<file path="config.mk">
export PLATFORM = sky130hd
export DESIGN_NAME = data_mem_responder
export DESIGN_NICKNAME = d
export VERILOG_FILES = /design/src/rtl/data_mem_responder_pkg.sv /design/src/rtl/dmr_word_array.sv /design/src/rtl/data_mem_responder.sv
export SDC_FILE = /design/constraint.sdc
export NUM_CORES = 2
export LEC_CHECK = 0
export CAP_MARGIN = 30
export CELL_PAD_IN_SITES_DETAIL_PLACEMENT = 1
export CELL_PAD_IN_SITES_GLOBAL_PLACEMENT = 2
export CORE_AREA = 2 2 438 440
export CTS_BUF_LIST = sky130_fd_sc_hd__clkbuf_16
export CTS_CLUSTER_SIZE = 40
export DETAILED_ROUTE_END_ITERATION = 6
export DIE_AREA = 0 0 440 442
export GPL_ROUTABILITY_DRIVEN = 0
export PLACE_DENSITY_LB_ADDON = 0.3
export SYNTH_ARGS = -nofsm -noshare
export SYNTH_HDL_FRONTEND = slang
export SYNTH_SLANG_ARGS = --single-unit
</file>
<file path="constraint.sdc">
create_clock -name clk -period 4.67 [get_ports clk]
set_input_delay 1.1675 -clock clk [delete_from_list [all_inputs] [get_ports clk]]
set_output_delay 1.1675 -clock clk [all_outputs]
set_load 0.05 [all_outputs]
</file>
<file path="src/rtl/data_mem_responder_pkg.sv">
// Shared definitions for the MEM-stage data-memory responder: bus geometry
// defaults, FSM state encoding and the operation type.
package data_mem_responder_pkg;

    localparam int DMR_WORD_WIDTH = 32;
    localparam int DMR_ADDR_BASE  = 1024;

    typedef enum logic [1:0] {
        S_IDLE = 2'd0,
        S_WAIT = 2'd1,
        S_DONE = 2'd2
    } state_t;

    typedef enum logic {
        OP_READ  = 1'b0,
        OP_WRITE = 1'b1
    } op_t;

endpackage

</file>
<file path="src/rtl/dmr_word_array.sv">
// Word array behind the responder: synchronous write, registered read.
// The read register can also be forced to zero for out-of-range accesses.
module dmr_word_array #(
    parameter int WIDTH = 32,
    parameter int DEPTH = 64,
    parameter int IDX_W = 6
) (
    input  logic             clk,
    input  logic             rst,
    input  logic             i_we,
    input  logic             i_re,
    input  logic             i_clr,
    input  logic [IDX_W-1:0] i_idx,
    input  logic [WIDTH-1:0] i_wdata,
    output logic [WIDTH-1:0] o_rdata
);

    logic [WIDTH-1:0] r_mem [DEPTH];
    logic [WIDTH-1:0] r_rdata;

    // Commit a write into the array on the completing edge.
    // NOTE: the storage array has no reset; clearing it would turn a RAM into a register file, and the contents are allowed to survive reset.
    always_ff @(posedge clk) begin
        if (i_we) begin
            r_mem[i_idx] <= i_wdata;
        end
    end

    // Registered read port; reset and out-of-range completions return zero.
    // NOTE: sequential state uses non-blocking assignments so every flop samples pre-edge values.
    always_ff @(posedge clk or negedge rst) begin
        if (!rst) begin
            r_rdata <= '0;
        end else if (i_clr) begin
            r_rdata <= '0;
        end else if (i_re) begin
            r_rdata <= r_mem[i_idx];
        end
    end

    assign o_rdata = r_rdata;

endmodule

</file>
<file path="src/rtl/data_mem_responder.sv">
// Responder for the MEM-stage data-memory interface. Accepts a read or write,
// waits WAIT_CYCLES edges, completes against the word array, pulses ready for
// one cycle and holds freeze high while the access is outstanding.
module data_mem_responder
    import data_mem_responder_pkg::*;
#(
    parameter int WORD_WIDTH  = DMR_WORD_WIDTH,
    parameter int DEPTH       = 64,
    parameter int WAIT_CYCLES = 3,
    parameter int ADDR_BASE   = DMR_ADDR_BASE
) (
    input  logic                  clk,
    input  logic                  rst,
    input  logic                  mem_read,
    input  logic                  mem_write,
    input  logic [WORD_WIDTH-1:0] addr,
    input  logic [WORD_WIDTH-1:0] wdata,
    output logic [WORD_WIDTH-1:0] rdata,
    output logic                  ready,
    output logic                  err,
    output logic                  freeze
);

    localparam int IDX_W = (DEPTH > 1) ? $clog2(DEPTH) : 1;
    localparam int CNT_W = (WAIT_CYCLES > 1) ? $clog2(WAIT_CYCLES) : 1;

    state_t                r_state;
    state_t                w_next_state;
    logic [CNT_W-1:0]      r_count;
    logic [WORD_WIDTH-1:0] r_addr;
    logic [WORD_WIDTH-1:0] r_wdata;
    op_t                   r_op;
    logic                  r_err;

    logic                  w_req;
    logic                  w_last;
    logic [WORD_WIDTH-1:0] w_offset;
    logic                  w_in_range;
    logic [IDX_W-1:0]      w_idx;
    logic                  w_we;
    logic                  w_re;
    logic                  w_clr;

    assign w_req  = mem_read | mem_write;
    assign w_last = (r_state == S_WAIT) && (r_count == '0);

    // Address decode on the latched address; low two bits select a byte and are dropped.
    assign w_offset   = r_addr - WORD_WIDTH'(ADDR_BASE);
    assign w_in_range = (r_addr >= WORD_WIDTH'(ADDR_BASE)) &&
                        ((w_offset >> 2) < WORD_WIDTH'(DEPTH));
    assign w_idx      = w_offset[IDX_W+1:2];

    // Array strobes fire only on the completing edge.
    assign w_we  = w_last && (r_op == OP_WRITE) && w_in_range;
    assign w_re  = w_last && (r_op == OP_READ)  && w_in_range;
    assign w_clr = w_last && !w_in_range;

    // State register.
    always_ff @(posedge clk or negedge rst) begin
        if (!rst) begin
            r_state <= S_IDLE;
        end else begin
            r_state <= w_next_state;
        end
    end

    // Next-state and handshake outputs.
    // NOTE: every output of this block is given a default first so no path leaves it unassigned and infers a latch.
    always_comb begin
        w_next_state = r_state;
        ready        = 1'b0;
        case (r_state)
            S_IDLE: begin
                if (w_req) begin
                    w_next_state = S_WAIT;
                end
            end
            S_WAIT: begin
                if (r_count == '0) begin
                    w_next_state = S_DONE;
                end
            end
            S_DONE: begin
                ready        = 1'b1;
                w_next_state = S_IDLE;
            end
            default: begin
                w_next_state = S_IDLE;
            end
        endcase
        freeze = w_req & ~ready;
    end

    // Request capture and wait-state counter; inputs are ignored once latched.
    always_ff @(posedge clk or negedge rst) begin
        if (!rst) begin
            r_count <= '0;
            r_addr  <= '0;
            r_wdata <= '0;
            r_op    <= OP_READ;
        end else if ((r_state == S_IDLE) && w_req) begin
            r_count <= CNT_W'(WAIT_CYCLES - 1);
            r_addr  <= addr;
            r_wdata <= wdata;
            r_op    <= mem_write ? OP_WRITE : OP_READ;
        end else if ((r_state == S_WAIT) && (r_count != '0)) begin
            r_count <= r_count - CNT_W'(1);
        end
    end

    // Error flag: set on an out-of-range completion, cleared when DONE retires.
    always_ff @(posedge clk or negedge rst) begin
        if (!rst) begin
            r_err <= 1'b0;
        end else if (w_last) begin
            r_err <= !w_in_range;
        end else if (r_state == S_DONE) begin
            r_err <= 1'b0;
        end
    end

    assign err = r_err;

    dmr_word_array #(
        .WIDTH (WORD_WIDTH),
        .DEPTH (DEPTH),
        .IDX_W (IDX_W)
    ) u_word_array (
        .clk     (clk),
        .rst     (rst),
        .i_we    (w_we),
        .i_re    (w_re),
        .i_clr   (w_clr),
        .i_idx   (w_idx),
        .i_wdata (r_wdata),
        .o_rdata (rdata)
    );

endmodule

</file>
---- Yosys cells after proc, flatten, opt, wreduce, memory -nomap -nowiden ----
Memories as Yosys holds them, arrays and structs flattened.
Index checks and enable logic that the tools add are counted.
operators by class
  add/subtract/negate cells ............... 2
  order comparisons ....................... 2
  equality and inequality tests ........... 4
  multiplexer cells ....................... 13
  bitwise logic cells ..................... 4
  reduce and logical (&&, ||, !) cells .... 17
operators by type and width
  cell                    count
  $mux 32                 2
  $ge 32x11->1 const B    1
  $sub 32x11->32 const B  1
  $lt 30x7->1 const B     1
  $logic_and 1x1->1       9
  $mux 2                  4
  $reduce_bool 2->1       4
  $mux 1                  6
  $logic_not 2->1         2
  $pmux 2 s2              1
  $eq 2x1->1 const B      1
  $eq 2x2->1 const B      1
  $ne 2x1->1 const B      1
  $ne 2x2->1 const B      1
  $not 1->1               2
  $reduce_and 2->1        1
  $sub 2x1->2 const B     1
  $and 1x1->1             1
  $logic_not 1->1         1
  $or 1x1->1              1
word-level totals
  register bits ........................... 102
  bits in writable memories ............... 2048
  input port bits ......................... 68
  output and inout bits ................... 35
  memories kept ........................... 1
memory list
  memory              depth  bits a word  rd ports  clocked after memory_dff  wr ports  line                  RTL
  u_word_array.r_mem  64     32           1         0                         1         dmr_word_array.sv:18  logic [WIDTH-1:0] r_mem [DEPTH];

---- Logic depth before layout (Yosys ltp) ----
  depth in word-level cells ............... 6
  depth in mapped cells ................... 11
  gate-level depth less buffers ........... 7

---- Hierarchy ----
From an unflattened synthesis, not the netlist that was laid out.
second synthesis, totals
  cells, all modules ...................... 4585
  area, all modules ....................... 82044.9 um2
modules (own cells, without submodules)
  module              instances  cells each  area an instance (um2)
  dmr_word_array      1          4399        79263.5
  data_mem_responder  1          186         2781.4

---- Least setup slack after synthesis ----
OpenSTA, ideal clock, no wires.
  path type ............................... reg2reg
  from .................................... register r_addr[23]
  to ...................................... memory u_word_array.r_mem[50][0], enable pin
  library setup time ...................... 0.461 ns
  arrival ................................. 3.619 ns
  required time ........................... 4.209 ns
  path slack .............................. 0.590 ns
  stages on the path, launching flop included .. 6
  clock period less this slack ............ 4.080 ns
  cell sequence ........................... dfrtp_1 -> nor4_1 -> nand4_1 -> nor4b_4 -> nand3_2 -> nor3_1
between the ends
  longest elaborated chain between the ends .. 6
  elaborated cells between the ends (all ways) .. 7
  classes of those cells .................. 1 x add/sub; 2 x order compare; 2 x mux; 2 x reduce/logical
ends and longest elaborated chain
  what                            line                       RTL
  from (decl)                     data_mem_responder.sv:30   logic [WORD_WIDTH-1:0] r_addr;
  from (signal assigned)          data_mem_responder.sv:103  r_addr <= addr;
  $sub 32x11->32                  data_mem_responder.sv:48   assign w_offset = r_addr - WORD_WIDTH'(ADDR_BASE);
  $lt 30x7->1                     data_mem_responder.sv:50   ((w_offset >> 2) < WORD_WIDTH'(DEPTH));
  $logic_and 1x1->1 *             data_mem_responder.sv:49   assign w_in_range = (r_addr >= WORD_WIDTH'(ADDR_BASE)) &&
  $logic_and 1x1->1 *             data_mem_responder.sv:54   assign w_we = w_last && (r_op == OP_WRITE) && w_in_range;
  $mux 1 *                        dmr_word_array.sv:24       if (i_we) begin
  $mux 1 (not written as such) *  dmr_word_array.sv:25       r_mem[i_idx] <= i_wdata;
  to (decl)                       dmr_word_array.sv:18
Every way passes the cells marked *; elsewhere a longest branch is shown, timed or not.

---- Worst setup path in the final report ----
  from .................................... register r_addr[12]
  to ...................................... memory u_word_array.r_mem[21][4], enable pin
Same word-level chain as after synthesis.

==> metrics.cfg <==
[pwr]
p_leak_nw = 31.0
power.density_nw_per_um2 = 637
p_sw_mw = 20.6
p_int_mw = 40.7
vdd_drop_max_mv = 0.423
p_comb_frac = 0.307
power_frac_clock = 0.280
seq_power_share = 0.412
swShare = 0.336

[setup_path]
cp_max_fo = 22
criticalPathCategory = reg -> reg
cp-end-kind = register
cp_slowest_stage_delay_ns = 0.90
required_ns = 5.15
critPathArrivalTime_ns = 4.44
crit_family = simple AND/OR/NAND/NOR gates
start_kind = register
path_cells = nor4_2 -> a21oi_1 -> nor4b_4 -> nand3_2 -> or3_1 -> nor2_4 -> buf_4
ff2ff_setup_slack_ns = 0.70
crit_buf_inv = 1
slowest_stage = or3_1

[floorplanning]
dieHeight_um = 442
die_w_um = 440
dieArea_um2 = 194000
rows = 160
coreArea_um2 = 190000
start_util = 0.439
io_pins = 103

[global_route]
grt.total_usage = 0.261
grt_pass1_vias = 45091
grt_overflow_total = 0
grt_max_degree = 66
grt_first_pass_wirelength_mm = 354
antenna_found_initial = 13

[layout]
instances_no_fill = 7009
ff_latch_area_um2 = 64100
n_fill_cell = 16705
layout_commonest_cell = edfxtp_1
area_growth_pct = 15.7
final_nets = 4375
drive_gt1_frac = 0.266
mostFrequentLayoutCells = edfxtp_1, mux4_2, clkbuf_16
multi_input_area_um2 = 17900
final_core_utilization = 0.508

[synth]
synth-simple-area-share = 0.0225
synthMuxAreaShare = 0.147
synth_cell_types = 82
netlist_instances = 3939
synth_fa_ha_area_frac = 0.000150
async_flop_share = 0.0466
synth_compound_area_frac = 0.0392
synth_ff_type = edfxtp_1
synth-seq-cells = 2148
synth_top_family_by_area = multiplexers
synthXorXnorAreaFrac = 0.000105
ys_seq_area_frac = 0.769
synth_area_per_cell_um2 = 21.1
synth_edf_count = 2048
syn_area_um2 = 83200
syn_nets = 4008
yosys_warnings = 0

[sta]
fin_tns_setup_ns = 0
tightest_slew_ns = 1.14
rsz0062_at_grt = no
fin_skew_ns = 0.0389
min_period_over_period = 0.850
drv_slew = 0
timing.final.setup_violations = 0
report.final.hold_viol_count = 0
slew_headroom = 0.237
min_period_ns = 3.97
timing.fmax_ghz = 0.252

[routing]
vias_per_cell = 6.23
first_pass_iters = 6
post_drt_wl_per_cell_um = 36.3
vias = 43646
drc = 0
drt-initial-drc-count = 5655
ant_nets = 0
wl_mm = 255

[run]
max-cap-violations = 0

[clock_tree]
cts.sinks = 2148
cts_setup_buffers = 0
cts_tree = built
path_clk_slew_ns = 0.06
cts_inserted_buffers = 217
hold_buffers = 0
cts_root_buf = clkbuf_16
post_cts_resized = 0
clk_path_buf_depth = 3
htreeDepth = 4
clkLatencyLatePin_ns = 0.87

[outcome]
status = complete, no violations

[min_path]
hp-class = in -> async

[placement]
dp_cells = 6593
dpl.hpwl_mm = 149
port_buffers = 100

-- synth_stat cells (4+ instances only) --
library cell	n	area, um^2
a211o_1	6	52.6
a211oi_1	22	165
a21oi_1	63	315
a221oi_1	21	184
a22oi_1	17	128
a2bb2oi_1	6	52.6
a31oi_1	11	68.8
a32o_1	4	40.0
and2_1	5	31.3
and3_1	5	31.3
buf_1	10	37.5
buf_12	8	160
buf_2	69	345
buf_4	38	285
buf_6	53	597
buf_8	4	60.1
clkbuf_1	37	139
clkbuf_4	7	52.6
dfrtp_1	100	2500
edfxtp_1	2048	61500
inv_1	8	30.0
mux2_2	165	1860
mux2i_1	87	871
mux4_1	93	2440
mux4_2	315	7090
nand2_1	121	454
nand2b_1	12	75.1
nand3_1	22	110
nand3b_1	4	30.0
nor2_1	147	552
nor2b_1	11	68.8
nor3_1	23	115
nor4_1	9	56.3
o2111ai_1	5	43.8
o211ai_1	8	60.1
o21ai_0	75	375
o21ai_1	7	35.0
o221ai_1	54	473
o22ai_1	121	757
o31ai_1	20	150
or2_2	7	43.8
or3_1	13	81.3
or3b_2	4	35.0
-- power by group through the flow --
stage          logic, mW  registers, mW  clock network, mW
4_1_cts             18.5           25.5               17.4
3_5_place_dp        18.5           25.9                  0
5_1_grt             19.8           25.3               18.1
6_report            18.9           25.3               17.2
3_3_place_gp        16.6           27.0                  0
2_1_floorplan       10.3           26.1                  0
-- cells by family after synthesis --
family                   Yosys count
flip-flops                      2148
multiplexers                     660
adder cells (fa/ha/maj)            1
buffers and inverters            243
XOR/XNOR                           1
AND/OR/NAND/NOR                  405
AO/OA/AOI/OAI                    481
-- per-layer routing --
metal  track usage  wire (um)  part of all wire
met2         0.421     123000              0.48
met4        0.0876       8920             0.035
met5             0         21          0.000082
met1         0.360     102000              0.40
met3        0.0489      21000             0.083
-- through the flow --
stage,hold slack (ns),cell area [um^2],setup WS (ns),total power [mW]
floorplan,0.471,83200,0.590,36.4
global placement,0.471,88800,0.713,43.6
detailed placement,0.474,89200,0.682,44.4
CTS,0.295,96200,0.609,61.5
global route,0.328,96300,0.495,63.2
finish,0.325,96300,0.701,61.4
-- path summary, 6_finish.rpt --
| check | start | to | cells after the start |
|---|---|---|---|
| max in group asynchronous | rst | r_wdata[28]$_DFFE_PN0P_ | 2 |
| worst max-delay path | r_addr[12]$_DFFE_PN0P_ | u_word_array.r_mem[21][4]$_DFFE_PP_ | 7 |
| worst max register to register | r_addr[12]$_DFFE_PN0P_ | u_word_array.r_mem[21][4]$_DFFE_PP_ | 7 |
| worst min register to register | u_word_array.o_rdata[3]$_DFFE_PN0P_ | u_word_array.o_rdata[3]$_DFFE_PN0P_ | 2 |
| worst min-delay path | rst | r_wdata[22]$_DFFE_PN0P_ | 1 |
| min in group clk | u_word_array.o_rdata[3]$_DFFE_PN0P_ | u_word_array.o_rdata[3]$_DFFE_PN0P_ | 2 |
-- area by class of cell --
cell class	count	area share
clock buffers	218	0.0567
clock inverters	190	0.0163
flip-flops and latches	2148	0.665
inverters	12	0.000520
multi-input cells	1548	0.186
well taps	2511	0.0326
repair buffers	379	0.0423
diodes	3	0.0000780
-- sequential cells by signal, summed over array words and instances, names as in the netlist --
signal,count
r_state,2
u_word_array.r_mem,2048
r_wdata,32
r_op,1
u_word_array.o_rdata,32
r_count,2
err,1
r_addr,30
No activity file was read; power rests on OpenSTA's default activity.
